===== src/rtl/ether_rx.sv =====
// Ethernet RX header stripper: pulls the 14-byte header off each frame's
// first beat and realigns the remaining payload left by 112 bits onto an
// MSB-first 512-bit output bytestream. No backpressure; all outputs registered.
module ether_rx #(
  parameter int COUNT_WIDTH = 32
) (
  input  logic                   clk,
  input  logic                   reset_n,
  input  logic [511:0]           recv_data,
  input  logic                   recv_valid,
  input  logic                   recv_sop,
  input  logic                   recv_eop,
  input  logic [7:0]             recv_mty,
  output logic [111:0]           ether_header_data,
  output logic                   ether_header_valid,
  output logic [511:0]           ether_data_data,
  output logic                   ether_data_valid,
  output logic                   ether_data_sop,
  output logic                   ether_data_eop,
  output logic [7:0]             ether_data_mty,
  output logic                   err,
  output logic [COUNT_WIDTH-1:0] frame_count,
  output logic [COUNT_WIDTH-1:0] drop_count
);

  typedef enum logic [1:0] {
    IDLE = 2'd0,
    BODY = 2'd1,
    LAST = 2'd2
  } state_t;

  state_t       state_r;
  logic [399:0] buf_r;
  logic         first_pend_r;
  logic [7:0]   last_mty_r;
  logic         big_mty_s;

  // An eop beat holding 14 bytes or fewer: a runt on sop, or fits in the held tail
  assign big_mty_s = recv_eop && (recv_mty >= 8'd50);

  // Frame FSM: header capture, payload realignment, flush/drop handling and stats
  always_ff @(posedge clk) begin
    if (!reset_n) begin
      state_r            <= IDLE;
      buf_r              <= 400'd0;
      first_pend_r       <= 1'b0;
      last_mty_r         <= 8'd0;
      ether_header_data  <= 112'd0;
      ether_header_valid <= 1'b0;
      ether_data_data    <= 512'd0;
      ether_data_valid   <= 1'b0;
      ether_data_sop     <= 1'b0;
      ether_data_eop     <= 1'b0;
      ether_data_mty     <= 8'd0;
      err                <= 1'b0;
      frame_count        <= '0;
      drop_count         <= '0;
    end else begin
      ether_header_valid <= 1'b0;
      ether_data_valid   <= 1'b0;
      ether_data_sop     <= 1'b0;
      ether_data_eop     <= 1'b0;
      ether_data_mty     <= 8'd0;
      err                <= 1'b0;
      case (state_r)
        IDLE: begin
          if (recv_valid && recv_sop) begin
            if (!recv_eop) begin
              ether_header_data  <= recv_data[511:400];
              ether_header_valid <= 1'b1;
              buf_r              <= recv_data[399:0];
              first_pend_r       <= 1'b1;
              state_r            <= BODY;
            end else if (!big_mty_s) begin
              // Whole frame in one beat: header plus a single payload beat
              ether_header_data  <= recv_data[511:400];
              ether_header_valid <= 1'b1;
              buf_r              <= recv_data[399:0];
              ether_data_data    <= {recv_data[399:0], 112'd0};
              ether_data_valid   <= 1'b1;
              ether_data_sop     <= 1'b1;
              ether_data_eop     <= 1'b1;
              ether_data_mty     <= recv_mty + 8'd14;
              frame_count        <= frame_count + COUNT_WIDTH'(1);
            end else begin
              // Runt: no room for any payload, so the frame is discarded
              err        <= 1'b1;
              drop_count <= drop_count + COUNT_WIDTH'(1);
            end
          end
        end
        BODY: begin
          if (recv_valid) begin
            if (recv_sop) begin
              // Truncated frame: flush the held tail, then start the new frame
              ether_data_data  <= {buf_r, 112'd0};
              ether_data_valid <= 1'b1;
              ether_data_sop   <= first_pend_r;
              ether_data_eop   <= 1'b1;
              ether_data_mty   <= 8'd14;
              err              <= 1'b1;
              if (!recv_eop) begin
                ether_header_data  <= recv_data[511:400];
                ether_header_valid <= 1'b1;
                buf_r              <= recv_data[399:0];
                first_pend_r       <= 1'b1;
                state_r            <= BODY;
              end else begin
                drop_count <= drop_count + COUNT_WIDTH'(1);
                state_r    <= IDLE;
              end
            end else begin
              ether_data_data  <= {buf_r, recv_data[511:400]};
              ether_data_valid <= 1'b1;
              ether_data_sop   <= first_pend_r;
              first_pend_r     <= 1'b0;
              buf_r            <= recv_data[399:0];
              if (big_mty_s) begin
                // Remaining bytes fit in this beat: frame ends here
                ether_data_eop <= 1'b1;
                ether_data_mty <= recv_mty - 8'd50;
                frame_count    <= frame_count + COUNT_WIDTH'(1);
                state_r        <= IDLE;
              end else if (recv_eop) begin
                // Tail spills into one more output beat
                last_mty_r <= recv_mty + 8'd14;
                state_r    <= LAST;
              end else begin
                state_r <= BODY;
              end
            end
          end
        end
        LAST: begin
          ether_data_data  <= {buf_r, 112'd0};
          ether_data_valid <= 1'b1;
          ether_data_eop   <= 1'b1;
          ether_data_mty   <= last_mty_r;
          frame_count      <= frame_count + COUNT_WIDTH'(1);
          state_r          <= IDLE;
          if (recv_valid && recv_sop) begin
            if (!recv_eop) begin
              ether_header_data  <= recv_data[511:400];
              ether_header_valid <= 1'b1;
              buf_r              <= recv_data[399:0];
              first_pend_r       <= 1'b1;
              state_r            <= BODY;
            end else begin
              // Output lane is busy with the tail, so a single-beat frame is lost
              err        <= 1'b1;
              drop_count <= drop_count + COUNT_WIDTH'(1);
            end
          end
        end
        default: begin
          state_r <= IDLE;
        end
      endcase
    end
  end

endmodule


===== config.mk =====
export PLATFORM = sky130hd
export DESIGN_NAME = ether_rx
export DESIGN_NICKNAME = d
export VERILOG_FILES = /design/src/rtl/ether_rx.sv
export SDC_FILE = /design/constraint.sdc
export NUM_CORES = 2
export LEC_CHECK = 0
export CAP_MARGIN = 20
export CORE_AREA = 2 2 478 480
export DETAILED_ROUTE_END_ITERATION = 10
export DIE_AREA = 0 0 480 482
export GPL_TIMING_DRIVEN = 0
export REMOVE_ABC_BUFFERS = 1
export SLEW_MARGIN = 20
export SYNTH_ARGS = -nofsm -noshare
export SYNTH_HDL_FRONTEND = slang
export SYNTH_SLANG_ARGS = --single-unit

===== constraint.sdc =====
create_clock -name clk -period 2.4 [get_ports clk]
set_clock_uncertainty 0.15 [all_clocks]
set_input_delay 0.48 -clock clk [delete_from_list [all_inputs] [get_ports clk]]
set_output_delay 0.48 -clock clk [all_outputs]
set_load 0.01 [all_outputs]

**Word-level counts from Yosys, hierarchy flattened**

Index checks and enable logic that the tools add are counted.

- Register bits: 1112
- Output and inout port bits: 701
- Memory bits (writable): 0
- ROM bits: 0
- Latch bits: 0
- Logic and storage cells: 132
- Memories: 0
- Input bits: 525

- Equality and inequality tests: 14
- Bitwise gates (word level): 2
- Multiplexer cells: 83
- Magnitude comparators: 1
- Div/mod/pow operators: 0
- $add $sub $neg: 4
- Shifts and indexed selects: 0
- Reductions and logical operators: 14
- Multiply operators: 0

Operators with widths:

| cell | count |
|---|---|
| 400-bit 2-to-1 mux | 7 |
| 512-bit 2-to-1 mux | 4 |
| 512-bit case mux with 3 select lines | 1 |
| 400-bit case mux with 3 select lines | 1 |
| 112-bit 2-to-1 mux | 8 |
| 32-bit 2-to-1 mux | 13 |
| 112-bit case mux with 3 select lines | 1 |
| 32-bit case mux with 3 select lines | 2 |
| 32-bit by 1-bit adder with 32-bit output, second input constant | 2 |
| 8-bit 2-to-1 mux | 6 |
| 1-bit 2-to-1 mux | 25 |
| 8-bit case mux with 3 select lines | 1 |
| 2-bit inequality test, second input constant | 10 |
| 5-bit AND reduction | 3 |
| 2-bit 2-to-1 mux | 7 |
| 7-bit AND reduction | 2 |
| 1-bit case mux with 3 select lines | 4 |
| 8-bit by 4-bit adder with 8-bit output, second input constant | 1 |
| 8-bit by 6-bit greater-or-equal comparator with 1-bit output, second input constant | 1 |
| 8-bit by 6-bit subtractor with 8-bit output, second input constant | 1 |
| 2-bit case mux with 3 select lines | 1 |
| 3-bit AND reduction | 2 |
| 6-bit AND reduction | 1 |
| 1-bit case mux with 2 select lines | 2 |
| other kinds (10) | 12 |

**Logic depth before layout (Yosys ltp)**

- Depth after elaboration: 6
- Mapped depth: 11
- Gate-level depth less buffers: 7

**Worst setup path before layout**

OpenSTA, ideal clock, no wires.

- Path kind: register to register
- Start point: reg state_r[0]
- End point: reg drop_count[29]
- Arrival time: 2.103 ns
- Slack: 0.015 ns
- Cell stages (with the launch flop): 10
- Setup time: 0.132 ns
- Clock period less this slack: 2.385 ns
- Data required time: 2.118 ns
- Path buffers: 2
- Path through: dfxtp_1 inv_1 ha_1 clkbuf_1 nor3_1 o211a_1 nand3_1 clkbuf_1 o41ai_1 a21oi_1

- Word-level cells in the longest chain between the ends: 3
- Elaborated cells between the ends (all ways): 12
- Those cells by class: eq/ne: 8; mux: 1; reduce/logical: 3

RTL lines:

| what | RTL line | text |
|---|---|---|
| start, declared | 32 | `state_t state_r;` |
| start signal, assigned | 44 | `state_r <= IDLE;` |
| start signal, assigned | 73 | `state_r <= BODY;` |
| start signal, assigned | 107 | `state_r <= BODY;` |
| 2-bit == test, or another cell as far along | 65 | `case (state_r)` |
| 2-bit inequality test (no line) / 3-bit nonzero test (equally long branches) | - |  |
| 7-bit AND reduction (no line) | - |  |
| end signal, assigned | 88 | `drop_count <= drop_count + COUNT_WIDTH'(1);` |
| end signal, assigned | 109 | `drop_count <= drop_count + COUNT_WIDTH'(1);` |
| end signal, assigned | 151 | `drop_count <= drop_count + COUNT_WIDTH'(1);` |
| end, declared | 23 | `output logic [COUNT_WIDTH-1:0] drop_count` |

Parallel ways exist; a longest one is shown, timed or not.
A chain may end at the register's enable or synchronous reset.

**Worst setup path after layout**

- Start point: reg state_r[1]
- End point: reg buf_r[395]

- Word-level cells in the longest chain between the ends: 3
- Elaborated cells between the ends (all ways): 10
- Those cells by class: eq/ne: 6; mux: 1; reduce/logical: 3

RTL lines:

| what | RTL line | text |
|---|---|---|
| 2-bit == test, or another cell as far along | 65 |  |
| 2-bit inequality test (no line), or another cell as far along | - |  |
| 5-bit AND reduction (no line) | - |  |
| end signal, assigned | 71 | `buf_r <= recv_data[399:0];` |
| end signal, assigned | 78 | `buf_r <= recv_data[399:0];` |
| end signal, assigned | 105 | `buf_r <= recv_data[399:0];` |
| end, declared | 33 | `logic [399:0] buf_r;` |

Parallel ways exist; a longest one is shown, timed or not.

==> results_dict.tcl <==
set metrics [dict create \
    outcome "finished with violations" \
    violations "setup timing" \
    ys_types 52 \
    min_to "ether_header_data[12]$_SDFFE_PN0P_" \
    cts.sinks 1112 \
    ys_ff_latch 1112 \
    grt_setup_unrepaired "true" \
    root_buffer "clkbuf_16" \
    endpoint_kind "flop" \
    grt_max_degree 129 \
    post_drt_wl_per_cell_um 24.3 \
    ir_worst_vdd_mv 0.605 \
    min_path_cells 3 \
    ctsHtreeMaxLevel 4 \
    yosysSeqAreaShare 0.447 \
    path_cells "buf_12 -> ha_4 -> buf_6 -> nor3_4 -> a21oi_2 -> a211oi_4 -> buf_6 -> buf_12 -> buf_12 -> buf_12 -> buf_12 -> buf_12 -> buf_12 -> buf_12 -> buf_16 -> buf_12 -> buf_16 -> o21ai_2 -> a21oi_1" \
    ys.flop_type "dfxtp_1" \
    dp.cells 10600 \
    post-route-worst-setup-slack_ns -0.644 \
    cp_top_family "buffers and inverters" \
    grt_pass1_wl_mm 367 \
    io_pins 1226 \
    cts_tree "done" \
    cp.arrival_ns 3.64 \
    max_clock_freq_mhz 329 \
    multiInputGateArea_mm2 0.0259 \
    worst_path_most_repeated_cell "buf_12" \
    reg2reg_slack_ns -0.64 \
    placementRows 175 \
    finalPower_mw 60.6 \
    worst-path-max-fanout 8 \
    gp_congestion 0.860 \
    instances_no_fill 11300 \
    required_ns 3.00 \
    antenna_left 0 \
    async_reset_ff_frac 0 \
    grt_pass1_vias 55100 \
    clock_latency_ns 0.81 \
    finalSetupViolations 1063 \
    syn2layout_area_growth_pct 61.6 \
    period_needed_ns 3.04 \
    initial_core_util 0.220 \
    r2r_start "state_r[1]$_SDFFE_PN0P_" \
    hp-class "in -> reg" \
    slew_headroom 0.422 \
    hp-start "recv_data[412]" \
    regArea_mm2 0.0223 \
    synth.avg_cell_area_um2 7.31 \
    max_stage_delay_ns 0.36 \
    globalRouteOverflowTotal 0 \
    grt_util_all_layers 0.207 \
    clockBufferDepth 3 \
    portBuffers 1225 \
    path_clk_slew_ns 0.06 \
    drive_above_1_share 0.143 \
    mostFrequentLayoutCells "clkdlybuf4s50_1, o21ai_0, dfxtp_1" \
    die_area_mm2 0.231 \
    vias_per_cell 5.25 \
    antenna_found_initial 101 \
    r2r_end "buf_r[395]$_SDFFE_PN0P_" \
    synth_area_mm2 0.0498 \
    fp.dieH_um 482 \
    final-hold-violation-count 0 \
    drtIter0Drc 5353 \
    r2r_cells 19 \
    final_common_cell "clkdlybuf4s50_1" \
    crit_slowest_cell "dfxtp_4" \
    power.leakage_nw 29.2 \
    path_class "reg -> reg" \
    final_core_util 0.356 \
    post-dp-hpwl_mm 162 \
    worst_pin_slew_ns 0.865 \
    max-cap-violations 0 \
    wl_mm 274 \
    nets 8634 \
    worst-path-buf-inv 13 \
    drc_errors 0 \
    yosysWarnings 0 \
    synth_enable_flop_cells 0 \
    vias 59300 \
    maxSlewViolCount 0 \
    dr.pass1.iters 6 \
    syn_inst 6818 \
    startpoint_type "flop" \
    coreArea_mm2 0.226 \
    power.density_mw_per_mm2 753 \
    nFillCells 22700 \
    die_w_um 480 \
    fin_crit_sh 1.27 \
    cts_buffers 138 \
]
-- through the flow --
step	setup TNS, ns	area (um^2)	hold WS [ns]	worst slack (ns)
after floorplan	-	47400	0.277	-31.26
after global placement	-	63400	0.280	-85.09
after detailed placement	-1783.48	66500	0.294	-3.26
after CTS	-370.32	76500	0.0142	-0.809
after global routing	-385.15	80500	0.0625	-0.719
final	-309.09	80500	0.109	-0.644
-- layer usage --
metal,wire (um),global-route usage,vias up,part of all wire
li1,-,-,26600,-
met1,104000,0.243,28800,0.38
met2,123000,0.323,3121,0.45
met3,27400,0.0670,804,0.10
met4,19400,0.136,38,0.071
met5,265,0,-,0.00097
-- repair_timing --
action / in CTS / in global routing
hold endpoints to repair: 16 / 0
pin swaps: 81 / 229
endpoints found under the setup margin: 1547 / 1462
resized for setup: 440 / 366
cloned: 86 / 74
buffers inserted: 115 / 121
hold buffers: 1 / 0
-- state kept, by name, indices dropped and copies added (netlist names), 2 cells and up --
name and flops:
buf_r 400, drop_count 32, ether_data_data 512, ether_data_mty 8, ether_header_data 112, frame_count 32
last_mty_r 8, state_r 2
-- cell usage after synthesis (all sizes together) (3+ instances only) --
| cell | n | share of area |
|---|---|---|
| a211oi | 403 | 0.061 |
| a21oi | 1090 | 0.11 |
| a22oi | 3 | 0.00045 |
| a31oi | 3 | 0.00038 |
| and2 | 7 | 0.00088 |
| and3 | 11 | 0.0014 |
| and4 | 9 | 0.0016 |
| buf | 158 | 0.016 |
| clkbuf | 447 | 0.034 |
| dfxtp | 1112 | 0.45 |
| ha | 8 | 0.0020 |
| inv | 422 | 0.032 |
| mux2i | 7 | 0.0014 |
| nand2 | 373 | 0.028 |
| nand2b | 5 | 0.00063 |
| nand3 | 137 | 0.014 |
| nand4 | 16 | 0.0023 |
| nand4b | 3 | 0.00053 |
| nor2 | 834 | 0.063 |
| nor3 | 410 | 0.041 |
| nor3b | 3 | 0.00045 |
| nor4 | 6 | 0.00075 |
| o211ai | 5 | 0.00075 |
| o21a | 8 | 0.0012 |
| o21ai | 1220 | 0.12 |
| o31a | 3 | 0.00053 |
| o31ai | 32 | 0.0048 |
| or3 | 18 | 0.0023 |
| or4 | 36 | 0.0054 |
| xnor2 | 5 | 0.00088 |
| xor2 | 4 | 0.00070 |
-- power breakdown --
group / leakage (nW) / switching [mW] / internal, mW
logic: 17.8 / 9.07 / 7.64
registers: 9.09 / 1.37 / 20.4
clock network: 2.32 / 9.46 / 12.7
total: 29.2 / 19.9 / 40.7
-- worst max-delay path by stage --
| stage | depth (start not counted) | from | endpoint |
|---|---|---|---|
| after global placement | 4 | reset_n | drop_count[6]$_SDFFE_PN0P_ |
| after detailed placement | 18 | recv_mty[1] | buf_r[383]$_SDFFE_PN0P_ |
| after CTS | 21 | state_r[1]$_SDFFE_PN0P_ | buf_r[107]$_SDFFE_PN0P_ |
| final | 19 | state_r[1]$_SDFFE_PN0P_ | buf_r[395]$_SDFFE_PN0P_ |
| after floorplan | 6 | state_r[0]$_SDFFE_PN0P_ | ether_data_data[112]$_SDFFE_PN0P_ |
| after global routing | 18 | state_r[1]$_SDFFE_PN0P_ | buf_r[358]$_SDFFE_PN0P_ |
-- kinds of logic after synthesis --
logic type	count (synthesis)	share of synthesized area
compound gates	2780	0.304
flops	1112	0.447
fa+ha+maj	8	0.00201
mux	7	0.00141
simple gates	1875	0.163
buf+inv	1027	0.0812
xor+xnor	9	0.00158
-- worst register-to-register path: cells and delay by family (launching register included) --
family                     cells  cell delay [ns]
buffers and inverters         13             1.56
AOI/OAI and AO/OA              4             0.53
and+or+nand+nor                1             0.20
DFF                            1             0.36
adders and majority gates      1             0.18
-- final cells by class --
type | instances | area share
Inverter | 422 | 0.0202
Antenna cell | 78 | 0.00242
Tap cell | 3009 | 0.0468
Multi-Input combinational cell | 4685 | 0.322
Sequential cell | 1112 | 0.277
Clock inverter | 55 | 0.00911
Timing Repair inverter | 1 | 0.000140
Clock buffer | 194 | 0.0498
Timing Repair Buffer | 1741 | 0.273
Power figures use the tool's default switching activity.
